$ cat src/rtl/noc_credit_link_vc.sv
// noc_credit_link_vc: per-VC credit-flow link with pipelined flit and credit-return paths
module noc_credit_link_vc #(
  parameter int FLIT_WIDTH  = 64,
  parameter int NUM_VC      = 2,
  parameter int CREDIT_INIT = 4,
  parameter int LINK_LAT    = 1,
  parameter int CREDIT_LAT  = 1,
  parameter int CNT_W       = 32,
  localparam int CW = $clog2(CREDIT_INIT + 1),
  localparam int VW = (NUM_VC > 1) ? $clog2(NUM_VC) : 1
) (
  input  logic                   clk,
  input  logic                   reset_n,
  input  logic [FLIT_WIDTH-1:0]  flit_in,
  input  logic [VW-1:0]          vc_in,
  input  logic                   valid_in,
  output logic                   ready_out,
  output logic [FLIT_WIDTH-1:0]  flit_out,
  output logic [VW-1:0]          vc_out,
  output logic                   valid_out,
  input  logic [NUM_VC-1:0]      credit_in,
  output logic [NUM_VC*CW-1:0]   credit_level,
  output logic [CNT_W-1:0]       flits_sent_count,
  output logic [CNT_W-1:0]       stall_count,
  output logic                   link_idle,
  output logic                   err_overflow,
  output logic                   err_bad_vc
);
  logic [CW-1:0]         cnt_q [NUM_VC];
  logic [CW-1:0]         cnt_d [NUM_VC];
  logic [LINK_LAT-1:0]   fv_q, fv_d;
  logic [FLIT_WIDTH-1:0] fd_q [LINK_LAT];
  logic [FLIT_WIDTH-1:0] fd_d [LINK_LAT];
  logic [VW-1:0]         fc_q [LINK_LAT];
  logic [VW-1:0]         fc_d [LINK_LAT];
  logic [NUM_VC-1:0]     cp_q [CREDIT_LAT];
  logic [NUM_VC-1:0]     cp_d [CREDIT_LAT];
  logic [CNT_W-1:0]      sent_q, sent_d, stall_q, stall_d;
  logic                  ovf_q, ovf_d, bad_q, bad_d, idle_q, idle_d;
  logic [NUM_VC-1:0]     hit, dec, full, ret;
  logic                  accept, cp_busy;

  always_comb begin
    ready_out = 1'b0;
    hit = '0;
    for (int v = 0; v < NUM_VC; v++) begin
      hit[v] = vc_in == VW'(v);
      ready_out = ready_out | (hit[v] && cnt_q[v] != '0);
    end
    accept = valid_in && ready_out;
    ret = cp_q[CREDIT_LAT-1];
    fv_d[0] = accept;
    fd_d[0] = accept ? flit_in : '0;
    fc_d[0] = accept ? vc_in : '0;
    for (int s = 1; s < LINK_LAT; s++) begin
      fv_d[s] = fv_q[s-1];
      fd_d[s] = fd_q[s-1];
      fc_d[s] = fc_q[s-1];
    end
    cp_d[0] = credit_in;
    cp_busy = 1'b0;
    for (int s = 1; s < CREDIT_LAT; s++) cp_d[s] = cp_q[s-1];
    for (int s = 0; s < CREDIT_LAT; s++) cp_busy = cp_busy | (|cp_q[s]);
    dec = '0;
    full = '0;
    for (int v = 0; v < NUM_VC; v++) begin
      dec[v] = accept && hit[v];
      full[v] = cnt_q[v] == CW'(CREDIT_INIT);
      // simultaneous take and return cancel out; a return into a full counter is dropped
      cnt_d[v] = (dec[v] && !ret[v]) ? cnt_q[v] - CW'(1) :
                 (ret[v] && !dec[v] && !full[v]) ? cnt_q[v] + CW'(1) : cnt_q[v];
    end
    sent_d = sent_q + CNT_W'(accept);
    stall_d = stall_q + CNT_W'(valid_in && !ready_out);
    ovf_d = ovf_q | (|(ret & ~dec & full));
    bad_d = bad_q | (valid_in && !(|hit));
    idle_d = !(|fv_q) && !cp_busy && (&full);
  end

  always_ff @(posedge clk) begin
    if (!reset_n) begin
      cnt_q   <= '{default: CW'(CREDIT_INIT)};
      fv_q    <= '0;
      fd_q    <= '{default: '0};
      fc_q    <= '{default: '0};
      cp_q    <= '{default: '0};
      sent_q  <= '0;
      stall_q <= '0;
      ovf_q   <= 1'b0;
      bad_q   <= 1'b0;
      idle_q  <= 1'b1;
    end else begin
      cnt_q   <= cnt_d;
      fv_q    <= fv_d;
      fd_q    <= fd_d;
      fc_q    <= fc_d;
      cp_q    <= cp_d;
      sent_q  <= sent_d;
      stall_q <= stall_d;
      ovf_q   <= ovf_d;
      bad_q   <= bad_d;
      idle_q  <= idle_d;
    end
  end

  for (genvar g = 0; g < NUM_VC; g++) begin : g_lvl
    assign credit_level[g*CW +: CW] = cnt_q[g];
  end

  assign valid_out        = fv_q[LINK_LAT-1];
  assign flit_out         = fd_q[LINK_LAT-1];
  assign vc_out           = fc_q[LINK_LAT-1];
  assign flits_sent_count = sent_q;
  assign stall_count      = stall_q;
  assign link_idle        = idle_q;
  assign err_overflow     = ovf_q;
  assign err_bad_vc       = bad_q;
endmodule

$ cat config.mk
export PLATFORM = sky130hd
export DESIGN_NAME = noc_credit_link_vc
export DESIGN_NICKNAME = d
export VERILOG_FILES = /design/src/rtl/noc_credit_link_vc.sv
export SDC_FILE = /design/constraint.sdc
export NUM_CORES = 1
export LEC_CHECK = 0
export CORE_AREA = 2 2 128 130
export DETAILED_ROUTE_END_ITERATION = 16
export DIE_AREA = 0 0 130 132
export GPL_ROUTABILITY_DRIVEN = 0
export PLACE_DENSITY = 0.68
export SLEW_MARGIN = 15
export SYNTH_ARGS = -nofsm -noshare
export SYNTH_HDL_FRONTEND = slang
export SYNTH_SLANG_ARGS = --single-unit
$ cat constraint.sdc
create_clock -name clk -period 6.3 [get_ports clk]
set_input_delay 1.26 -clock clk [delete_from_list [all_inputs] [get_ports clk]]
set_output_delay 1.26 -clock clk [all_outputs]
set_load 0.05 [all_outputs]
==> flow_metrics.env <==
export IMPL_path_max_fanout=4
export IMPL_total_leakage_power_uw=0.00288
export IMPL_hpwl_um=10700
export IMPL_cts_resized_gates=0
export IMPL_row_count=46
export IMPL_path_class="input port to output port"
export IMPL_slew_headroom=0.430
export IMPL_drt_first_pass_iters=4
export IMPL_yosysWarnings=0
export IMPL_cts_hold_fix_buffers=0
export IMPL_cp_end_kind="output port"
export IMPL_fin_hold_ws_ns=0.482
export IMPL_cap_violations=0
export IMPL_grt_max_degree=66
export IMPL_setup_violations=0
export IMPL_synth_cells=556
export IMPL_slew_violations=0
export IMPL_track_usage=0.171
export IMPL_fp_coreArea_um2=15700
export IMPL_synth_top_cell_by_area="dfxtp_1"
export IMPL_num_antenna_cells=0
export IMPL_async_flop_share=0
export IMPL_final_cells=988
export IMPL_placed_area_um2=7650
export IMPL_drc_errors=0
export IMPL_synth_area_top_cells="dfxtp_1 52%, and2_1 8.6%, or4_1 3.3%"
export IMPL_cp_arrival_ns=2.96
export IMPL_synth_edff_count=0
export IMPL_yosysSeqAreaShare=0.518
export IMPL_fin_area_um2=8230
export IMPL_ys_ff_latch=140
export IMPL_cts_tree="built"
export IMPL_numCtsBuffers=17
export IMPL_seqPwrFrac=0.428
export IMPL_drt_wl_total_um=14600
export IMPL_p_sw_frac=0.254
export IMPL_area_growth_syn_to_layout_pct=52.1
export IMPL_path_clk_slew_ns=0.06
export IMPL_vias=4876
export IMPL_fin_skew_ns=0.00845
export IMPL_postRouteAntennaNets=0
export IMPL_max_freq_ghz=0.237
export IMPL_io_buffers=208
export IMPL_power_density_nw_per_um2=264
export IMPL_vias_per_cell=4.94
export IMPL_combPwrFrac=0.124
export IMPL_grt_overflow_total=0
export IMPL_grt_pass1_vias=4695
export IMPL_status="finished clean"
export IMPL_period_needed_ns=4.22
export IMPL_dieWidth_um=130
export IMPL_nNetsFinal=837
export IMPL_grt_first_pass_wirelength_um=23200
export IMPL_clkPwrFrac=0.448
export IMPL_hold_viol=0
export IMPL_wl_per_cell_um=14.7
export IMPL_drive_gt1_frac=0.0557
export IMPL_internal_power_uw=1620
export IMPL_clock_path_buffers=2
export IMPL_ys_types=48
export IMPL_synth_nets=633
export IMPL_rsz0062_at_grt="no"
export IMPL_critPathLaunchType="input port"
export IMPL_worstMarginPinSlew_ns=0.856
export IMPL_total_power_uw=2180
export IMPL_irDropWorstVdd_mv=0.176
export IMPL_syn_avg_cell_area_um2=9.73
export IMPL_synth_ff_type="dfxtp_1"
export IMPL_synth_area_um2=5410
export IMPL_initial_core_util=0.344
export IMPL_post_cts_buffers=0
export IMPL_io_pin_count=210
export IMPL_synth_top_area_frac=0.518
export IMPL_fill_cells=1377
export IMPL_die_area_um2=17200
export IMPL_grt_antenna_before_repair=0
export IMPL_drtIter0Drc=225
export IMPL_p_sw_uw=552
export IMPL_clock_root_buffer="clkbuf_16"
export IMPL_die_h_um=132
export IMPL_crit_required_ns=5.04
export IMPL_placed_cells=957
export IMPL_clk_latency_ns=0.41
export IMPL_fin_crit_sh=0.670
export IMPL_hold_class="flop to flop"
export IMPL_htreeDepth=4
export IMPL_clkSinkCount=140
export IMPL_tns_ns=0
-- synth_stat cells, types with 2 or more instances --
library cell	n
and4_1	8
a21oi_1	32
or4_1	24
ha_1	5
mux2i_1	7
nand3_1	25
and3_1	5
nor4_1	7
or3_1	14
nor3b_1	3
buf_6	3
clkbuf_1	16
and4_2	2
inv_1	14
xor2_1	13
o21ai_0	17
nand2b_1	8
nand2_1	21
o31ai_1	20
and2_1	74
fa_1	2
buf_2	5
dfxtp_1	140
nand4_1	19
nor3_1	11
nor2_1	28
xnor2_1	12
-- area by class of cell --
cell class	count	area (um2)	area share
clock inverter	10	118	0.0143
sequential	140	2800	0.341
timing repair buffer	210	2100	0.255
inverter	15	56.3	0.00684
multi-input combinational	376	2430	0.295
clock buffer	21	460	0.0559
tap	216	270	0.0328
-- cells in the final DEF, fill, tap and decap left out, drive strengths merged, types with 4 or more instances in the layout --
cell type / Yosys / routed
or3: 14 / 14
ha: 5 / 5
nor3: 11 / 11
clkbuf: 16 / 21
nand3: 27 / 27
o21ai: 17 / 17
o31ai: 20 / 20
nor2: 28 / 28
nand2: 23 / 23
or4: 24 / 24
a21oi: 32 / 32
nand4: 21 / 21
inv: 14 / 14
clkdlybuf4s50: 0 / 208
xnor2: 12 / 12
and2: 74 / 74
and3: 5 / 5
nor4: 7 / 7
dfxtp: 140 / 140
clkinv: 1 / 5
mux2i: 7 / 7
clkinvlp: 0 / 4
xor2: 13 / 13
and4: 10 / 10
nand2b: 8 / 8
-- state kept, by name, summed over array words and instances (netlist names) --
name / count
cp_q: 2
credit_level: 6
err_overflow: 1
flit_out: 64
flits_sent_count: 32
link_idle: 1
stall_count: 32
valid_out: 1
vc_out: 1
-- kinds of logic after synthesis --
group | share of synthesized area
AO/OA/AOI/OAI | 0.0860
XOR/XNOR | 0.0405
adder cells (fa/ha/maj) | 0.0190
buffers and inverters | 0.0338
flip-flops | 0.518
multiplexers | 0.0130
other | 0.000693
AND/OR/NAND/NOR | 0.289
-- stage by stage --
step	util	setup WS [ns]
6_report	0.524	2.08
5_1_grt	0.524	1.98
4_1_cts	0.524	2.08
3_5_place_dp	0.487	2.08
3_3_place_gp	0.487	2.10
2_1_floorplan	-	2.37
-- routing by layer --
metal | part of all wire | global-route usage | vias to the layer above
li1 | - | - | 2374
met1 | 0.41 | 0.195 | 2267
met2 | 0.47 | 0.275 | 217
met3 | 0.11 | 0.0804 | 18
met4 | 0.018 | 0.0681 | 0
met5 | 0 | 0 | -
-- power groups by stage --
| stage | clock, uW | sequential [uW] | combinational (uW) |
|---|---|---|---|
| after floorplan | 0 | 1050 | 56.7 |
| after global placement | 0 | 950 | 268 |
| after detailed placement | 0 | 950 | 271 |
| after CTS | 999 | 931 | 272 |
| after global routing | 1040 | 934 | 285 |
| final | 976 | 931 | 269 |
-- final timing paths --
kind / cells past startpoint / slack (ns) / to / start
setup / recovery: 3 / 2.08 / ready_out / vc_in
hold / removal: 2 / 0.48 / stall_count[31] / stall_count[31]
setup reg to reg: 9 / 3.26 / stall_count[30] / credit_level[2]
hold reg to reg: 2 / 0.48 / stall_count[31] / stall_count[31]
-- critical path, cell delays in order --
cell,delay [ns]
clkdlybuf4s50_1,0.53
mux2i_1,0.31
clkdlybuf4s50_1,0.86
Power figures use the tool's default switching activity.
==> edit 1, RTL diff (same flow settings) <==
Change the parameter `NUM_VC` from 2 to 4.
--- a/src/rtl/noc_credit_link_vc.sv
+++ b/src/rtl/noc_credit_link_vc.sv
@@ -2,5 +2,5 @@
 module noc_credit_link_vc #(
   parameter int FLIT_WIDTH  = 64,
-  parameter int NUM_VC      = 2,
+  parameter int NUM_VC      = 4,
   parameter int CREDIT_INIT = 4,
   parameter int LINK_LAT    = 1,
Ports: changed (resized credit_in, credit_level, vc_in and vc_out); port bits go from 210 to 220. The function was not compared with the original's and may differ.
==> edit 1 against the unedited design <==
  * Cell area is 7.2% higher
  * Sequential cell count is 10 higher
  * Setup slack worse by 430 ps
  * Synthesized cell count is 11% higher
  * Global-route usage is 1.4 points higher
  * Total power is 3.4% higher
  * Wire length is 8.3% higher
  * Clock skew is 1.1 ps higher
  * Area after synthesis is 8.9% higher
==> edit 1: results (changes against the unedited design) <==
qor: drt.routed_wire_length_per_instance 14.9 µm [was 14.7 µm]
qor: worst_hold_path.capture_endpoint_of_the_worst_hold_path err_bad_vc [was stall_count[31]]
qor: place.post_detailed_placement_half_perimeter_wirelength 11600 µm [was 10700 µm]
qor: run_status.run_status complete, no violations [unchanged]
qor: yosys.synth_common_cells 150 x sky130_fd_sc_hd__dfxtp_1, 78 x sky130_fd_sc_hd__and2_1, 36 x sky130_fd_sc_hd__nand2_1, 35 x sky130_fd_sc_hd__a21oi_1, 28 x sky130_fd_sc_hd__inv_1 [was 140 x sky130_fd_sc_hd__dfxtp_1, 74 x sky130_fd_sc_hd__and2_1, 32 x sky130_fd_sc_hd__a21oi_1, 28 x sky130_fd_sc_hd__nor2_1, 25 x sky130_fd_sc_hd__nand3_1]
qor: grt.maximum_number_of_pins_on_one_net_before_global_route_repair 68 [was 66]
qor: setup_path.arrival 3390 ps [was 2960 ps]
qor: grt.grt_pass1_wl 25200 µm [was 23200 µm]
qor: yosys.synth-seq-area-share 51.0% [was 51.8%]
qor: drt.overall_via_count_from_detail_route 5284 [was 4876]
qor: final_layout.nets 910 [was 837]
qor: sta.timing.hold.ws 461 ps [was 482 ps]
qor: setup_path.timing.critical_path.slowest_cell_delay 840 ps [was 860 ps]
qor: setup_path.crit-reg2reg-launch credit_level[6] [was credit_level[2]]
qor: worst_hold_path.hold_path_startpoint err_bad_vc [was stall_count[31]]
qor: yosys.synth.distinct_cells 43 [was 48]
qor: drt.drt_iter0_markers 370 [was 225]
qor: sta.worst_clock_skew 9.52 ps [was 8.45 ps]
qor: grt.number_of_global_route_vias_before_repair 5179 [was 4695]
qor: setup_path.timing.critical_path.fanout_max 7 [was 4]
qor: setup_path.r2r_end flits_sent_count[18] [was stall_count[30]]
qor: power.p_leak 3.10 nW [was 2.88 nW]
qor: place.port-buffer-count 219 [was 208]
qor: setup_path.r2r_setup_slack 2850 ps [was 3260 ps]
qor: yosys.synthTopCellsByArea sky130_fd_sc_hd__dfxtp_1 51%, sky130_fd_sc_hd__and2_1 8.3%, sky130_fd_sc_hd__or4_1 3.1%, sky130_fd_sc_hd__a21oi_1 3.0%, sky130_fd_sc_hd__o31ai_1 2.7% [was sky130_fd_sc_hd__dfxtp_1 52%, sky130_fd_sc_hd__and2_1 8.6%, sky130_fd_sc_hd__or4_1 3.3%, sky130_fd_sc_hd__a21oi_1 3.0%, sky130_fd_sc_hd__o31ai_1 2.8%]
qor: yosys.synthesis.nets 700 [was 633]
qor: grt.number_of_antenna_violations_at_the_first_check_in_global_routing 0 [unchanged]
qor: power.vdd.ir_drop.worst 0.000171 V [was 0.000176 V]
qor: worst_hold_path.holdPathStages 1 [was 2]
qor: grt.track_usage 18.5% [was 17.1%]
qor: clock_network.cts_post_setup_buffers_inserted 0 [unchanged]
qor: final_layout.post_route_cells_drive_above_1_share 4.87% [was 5.57%]
qor: final_layout.antenna_cells_inserted 0 [unchanged]
edit 1: final cells by class:
type / instances / area, µm²
fillers: 1385 / 6890
flip-flops and latches: 150 / 3000
multi-input cells: 412 / 2680
repair buffers: 220 / 2200
clock buffers: 17 / 425
well taps: 216 / 270
clock inverters: 15 / 141
inverters: 28 / 105
edit 1: report_power, final:
part | leakage (nW) | internal [mW] | switching (mW)
registers | 1.22 | 0.977 | 0.0163
logic | 1.60 | 0.113 | 0.164
clock network | 0.278 | 0.553 | 0.427
edit 1: worst max-delay path by stage:
| stage | start | endpoint | slack, ps | depth (start not counted) |
|---|---|---|---|---|
| CTS | vc_in[1] | ready_out | 1610 | 4 |
| global route | vc_in[1] | ready_out | 1570 | 4 |
| detailed placement | vc_in[1] | flits_sent_count[18] | 1460 | 9 |
| floorplan | vc_in[1] | flits_sent_count[22] | 2560 | 10 |
| global placement | vc_in[1] | flits_sent_count[20] | 1600 | 9 |
| finish | vc_in[1] | ready_out | 1650 | 4 |
edit 1: cells by family after synthesis:
| logic type | share of synthesized area, % |
|---|---|
| AO/OA/AOI/OAI | 9.73 |
| XOR/XNOR | 3.42 |
| adder cells (fa/ha/maj) | 2.21 |
| buffers and inverters | 3.70 |
| flip-flops | 51.0 |
| multiplexers | 2.46 |
| AND/OR/NAND/NOR | 27.5 |
edit 1: metrics by stage:
| stage | cells | setup slack (ps) | instance area [µm²] | total power [mW] |
|---|---|---|---|---|
| 2_1_floorplan | 619 | 2560 | 5890 | 1.17 |
| 3_3_place_gp | 1026 | 1600 | 8250 | 1.29 |
| 3_5_place_dp | 1026 | 1460 | 8250 | 1.29 |
| 4_1_cts | 1058 | 1610 | 8820 | 2.28 |
| 5_1_grt | 1058 | 1570 | 8820 | 2.34 |
| 6_report | 1058 | 1650 | 8820 | 2.25 |
edit 1: per-layer routing:
layer  up-vias  track usage, %  share of wire [%]  wire [µm]
li1       2602               -                  -          -
met1      2458            20.6                 39       6190
met2       205            31.9                 51       8090
met3        19            6.62                8.3       1310
met4         0            7.41                1.1        181
met5         -               0                  0          0
edit 1: worst register-to-register path, stage by stage (launching register included):
cell                      delay, ps
sky130_fd_sc_hd__dfxtp_1        440
sky130_fd_sc_hd__nor3_1         100
sky130_fd_sc_hd__mux4_2         530
sky130_fd_sc_hd__nor2b_1        140
sky130_fd_sc_hd__ha_1           220
sky130_fd_sc_hd__ha_1           270
sky130_fd_sc_hd__nand2_1        100
sky130_fd_sc_hd__or4_1          760
sky130_fd_sc_hd__or4_1          600
sky130_fd_sc_hd__a21oi_1        190
==> edit 2, RTL diff (config.mk and constraints unchanged) <==
Without the edit above. Register the output `flits_sent_count` once more, without a reset; this adds one clock of latency there. The other outputs are not delayed to match.
--- a/src/rtl/noc_credit_link_vc.sv
+++ b/src/rtl/noc_credit_link_vc.sv
@@ -111,5 +111,7 @@
   assign flit_out         = fd_q[LINK_LAT-1];
   assign vc_out           = fc_q[LINK_LAT-1];
-  assign flits_sent_count = sent_q;
+  always_ff @(posedge clk) begin
+    flits_sent_count <= sent_q;
+  end
   assign stall_count      = stall_q;
   assign link_idle        = idle_q;
Check against the original RTL: not equivalent (a bounded check fails within 4 cycles, from zero or initial values and one cycle with reset_n low).
==> edit 2 against the unedited design <==
  * Cell area up 5.1%
  * Area after synthesis up 6.1%
  * Total power up 16%
  * Clock power up 13%
  * Wire length down 7.1%
  * Sequential cell count up 32
  * Largest power group is now registers
  * Setup slack worse by 55 ps
  * Critical path depth unchanged
  * Count of clock-buffer cells in the layout down 2
  * Sequential share of layout area up 5.8 points
  * Core utilization up 2.7 points
  * Via count down 7.7%
  * Combinational power up 7%
  * Synthesized cell count down 1.6%
==> edit 2: results (changes against the unedited design) <==
qor: run_status.run_status complete, no violations [unchanged]
qor: yosys.compound_gate_portion_of_the_synthesized_area 1.68% [was 8.60%]
qor: setup_path.timing.critical_path.fanout_max 5 [was 4]
qor: power.p_leak 3.21 nW [was 2.88 nW]
qor: yosys.post_synth_xor_area_fraction 9.15% [was 4.05%]
qor: yosys.synthTopCellsByArea sky130_fd_sc_hd__dfxtp_1 60%, sky130_fd_sc_hd__and2_1 7.8%, sky130_fd_sc_hd__xnor2_1 4.6%, sky130_fd_sc_hd__xor2_1 4.6%, sky130_fd_sc_hd__nor2_1 4.4% [was sky130_fd_sc_hd__dfxtp_1 52%, sky130_fd_sc_hd__and2_1 8.6%, sky130_fd_sc_hd__or4_1 3.3%, sky130_fd_sc_hd__a21oi_1 3.0%, sky130_fd_sc_hd__o31ai_1 2.8%]
qor: yosys.synth-seq-area-share 60.0% [was 51.8%]
qor: drt.routed_wire_length_per_instance 13.8 µm [was 14.7 µm]
qor: final_layout.nets 832 [was 837]
qor: clock_network.cts_resized 0 [unchanged]
qor: place.post-place-ws 2020 ps [was 2080 ps]
qor: drt.drt_pass1_iterations 4 [unchanged]
qor: sta.worst_clock_skew 7.40 ps [was 8.45 ps]
qor: grt.number_of_global_route_vias_before_repair 4425 [was 4695]
qor: drt.drt-vias-per-instance 4.58 [was 4.94]
qor: final_layout.sequential_cell_area 3440 µm² [was 2800 µm²]
qor: final_layout.post_route_cells_drive_above_1_share 5.60% [was 5.57%]
qor: place.post_detailed_placement_half_perimeter_wirelength 10000 µm [was 10700 µm]
qor: final_layout.post_route_non_filler_standard_cell_count 984 [was 988]
qor: yosys.synth_fa_ha_area_share 1.79% [was 1.90%]
qor: yosys.synth.distinct_cells 32 [was 48]
qor: yosys.synthesis.nets 624 [was 633]
qor: yosys.netlist_instances 547 [was 556]
qor: final_layout.fill_cells 1369 [was 1377]
qor: clock_network.cts_inserted_buffers 17 [unchanged]
qor: place.place.detailed.instances 952 [was 957]
qor: yosys.synth_common_cells 172 x sky130_fd_sc_hd__dfxtp_1, 72 x sky130_fd_sc_hd__and2_1, 68 x sky130_fd_sc_hd__nor2_1, 30 x sky130_fd_sc_hd__xnor2_1, 30 x sky130_fd_sc_hd__xor2_1 [was 140 x sky130_fd_sc_hd__dfxtp_1, 74 x sky130_fd_sc_hd__and2_1, 32 x sky130_fd_sc_hd__a21oi_1, 28 x sky130_fd_sc_hd__nor2_1, 25 x sky130_fd_sc_hd__nand3_1]
qor: setup_path.arrival 3020 ps [was 2960 ps]
qor: sta.tightestPinTransition 1060 ps [was 856 ps]
qor: drt.drt_iter0_markers 206 [was 225]
qor: worst_hold_path.hold_path.class reg2reg [unchanged]
qor: yosys.synth.mux.area_fraction 0.523% [was 1.30%]
qor: grt.track_usage 16.1% [was 17.1%]
qor: grt.grt_pass1_wl 21800 µm [was 23200 µm]
-- edit 2: changes by cell type after synthesis, moves of 18 or more --
cell and delta:
sky130_fd_sc_hd__nor2_1 +40, sky130_fd_sc_hd__dfxtp_1 +32, sky130_fd_sc_hd__a21oi_1 -26, sky130_fd_sc_hd__o31ai_1 -20
sky130_fd_sc_hd__or4_1 -20, sky130_fd_sc_hd__xnor2_1 +18
-- edit 2: path summary, 6_finish.rpt --
check	startpoint	endpoint	slack [ps]	depth (start not counted)
setup / recovery	vc_in	ready_out	2020	3
hold / removal	sent_q[0]	flits_sent_count[0]	360	0
setup reg to reg	credit_level[2]	stall_count[27]	3430	9
hold reg to reg	sent_q[0]	flits_sent_count[0]	360	0
-- edit 2: metal layers --
layer / GRT usage [%] / share of wire [%]
met2: 26.4 / 49
met4: 5.91 / 1.4
met5: 0 / 0
met1: 18.3 / 40
met3: 7.39 / 9.4
-- edit 2: logic make-up (layout without fill, tap and decap cells) --
kind of cell    count (synthesis)  in the layout
compound gates                 17             17
buf+inv                        28            249
xor+xnor                       60             60
flops                         172            172
fa+ha+maj                       7              7
mux                             3              3
other cells                     1              1
simple gates                  259            259
-- edit 2: layout make-up --
cell class	instances	area share [%]
clock buffers	19	5.24
repair buffers	210	24.3
multi-input cells	347	25.2
well taps	216	3.13
flip-flops and latches	172	39.8
clock inverters	13	2.03
inverters	7	0.304
-- edit 2: per-stage QoR --
stage          util [%]  area (µm²)  power (mW)  hold WS (ps)
6_report           55.0        8650        2.52           364
5_1_grt            55.0        8650        2.62           376
4_1_cts            55.0        8650        2.55           369
3_5_place_dp       51.0        8020        1.45           361
3_3_place_gp       51.0        8020        1.45           359
2_1_floorplan         -        5740        1.33           337
-- edit 2: where the power goes --
part | switching (mW) | leakage, nW | internal, mW | total [mW]
Combinational | 0.171 | 1.50 | 0.116 | 0.287
Sequential | 0.0195 | 1.40 | 1.12 | 1.14
Clock | 0.440 | 0.308 | 0.656 | 1.10
-- edit 2: critical path, cell delays in order --
cell	delay, ps
sky130_fd_sc_hd__clkdlybuf4s50_1	540
sky130_fd_sc_hd__mux2i_1	340
sky130_fd_sc_hd__clkdlybuf4s50_1	870
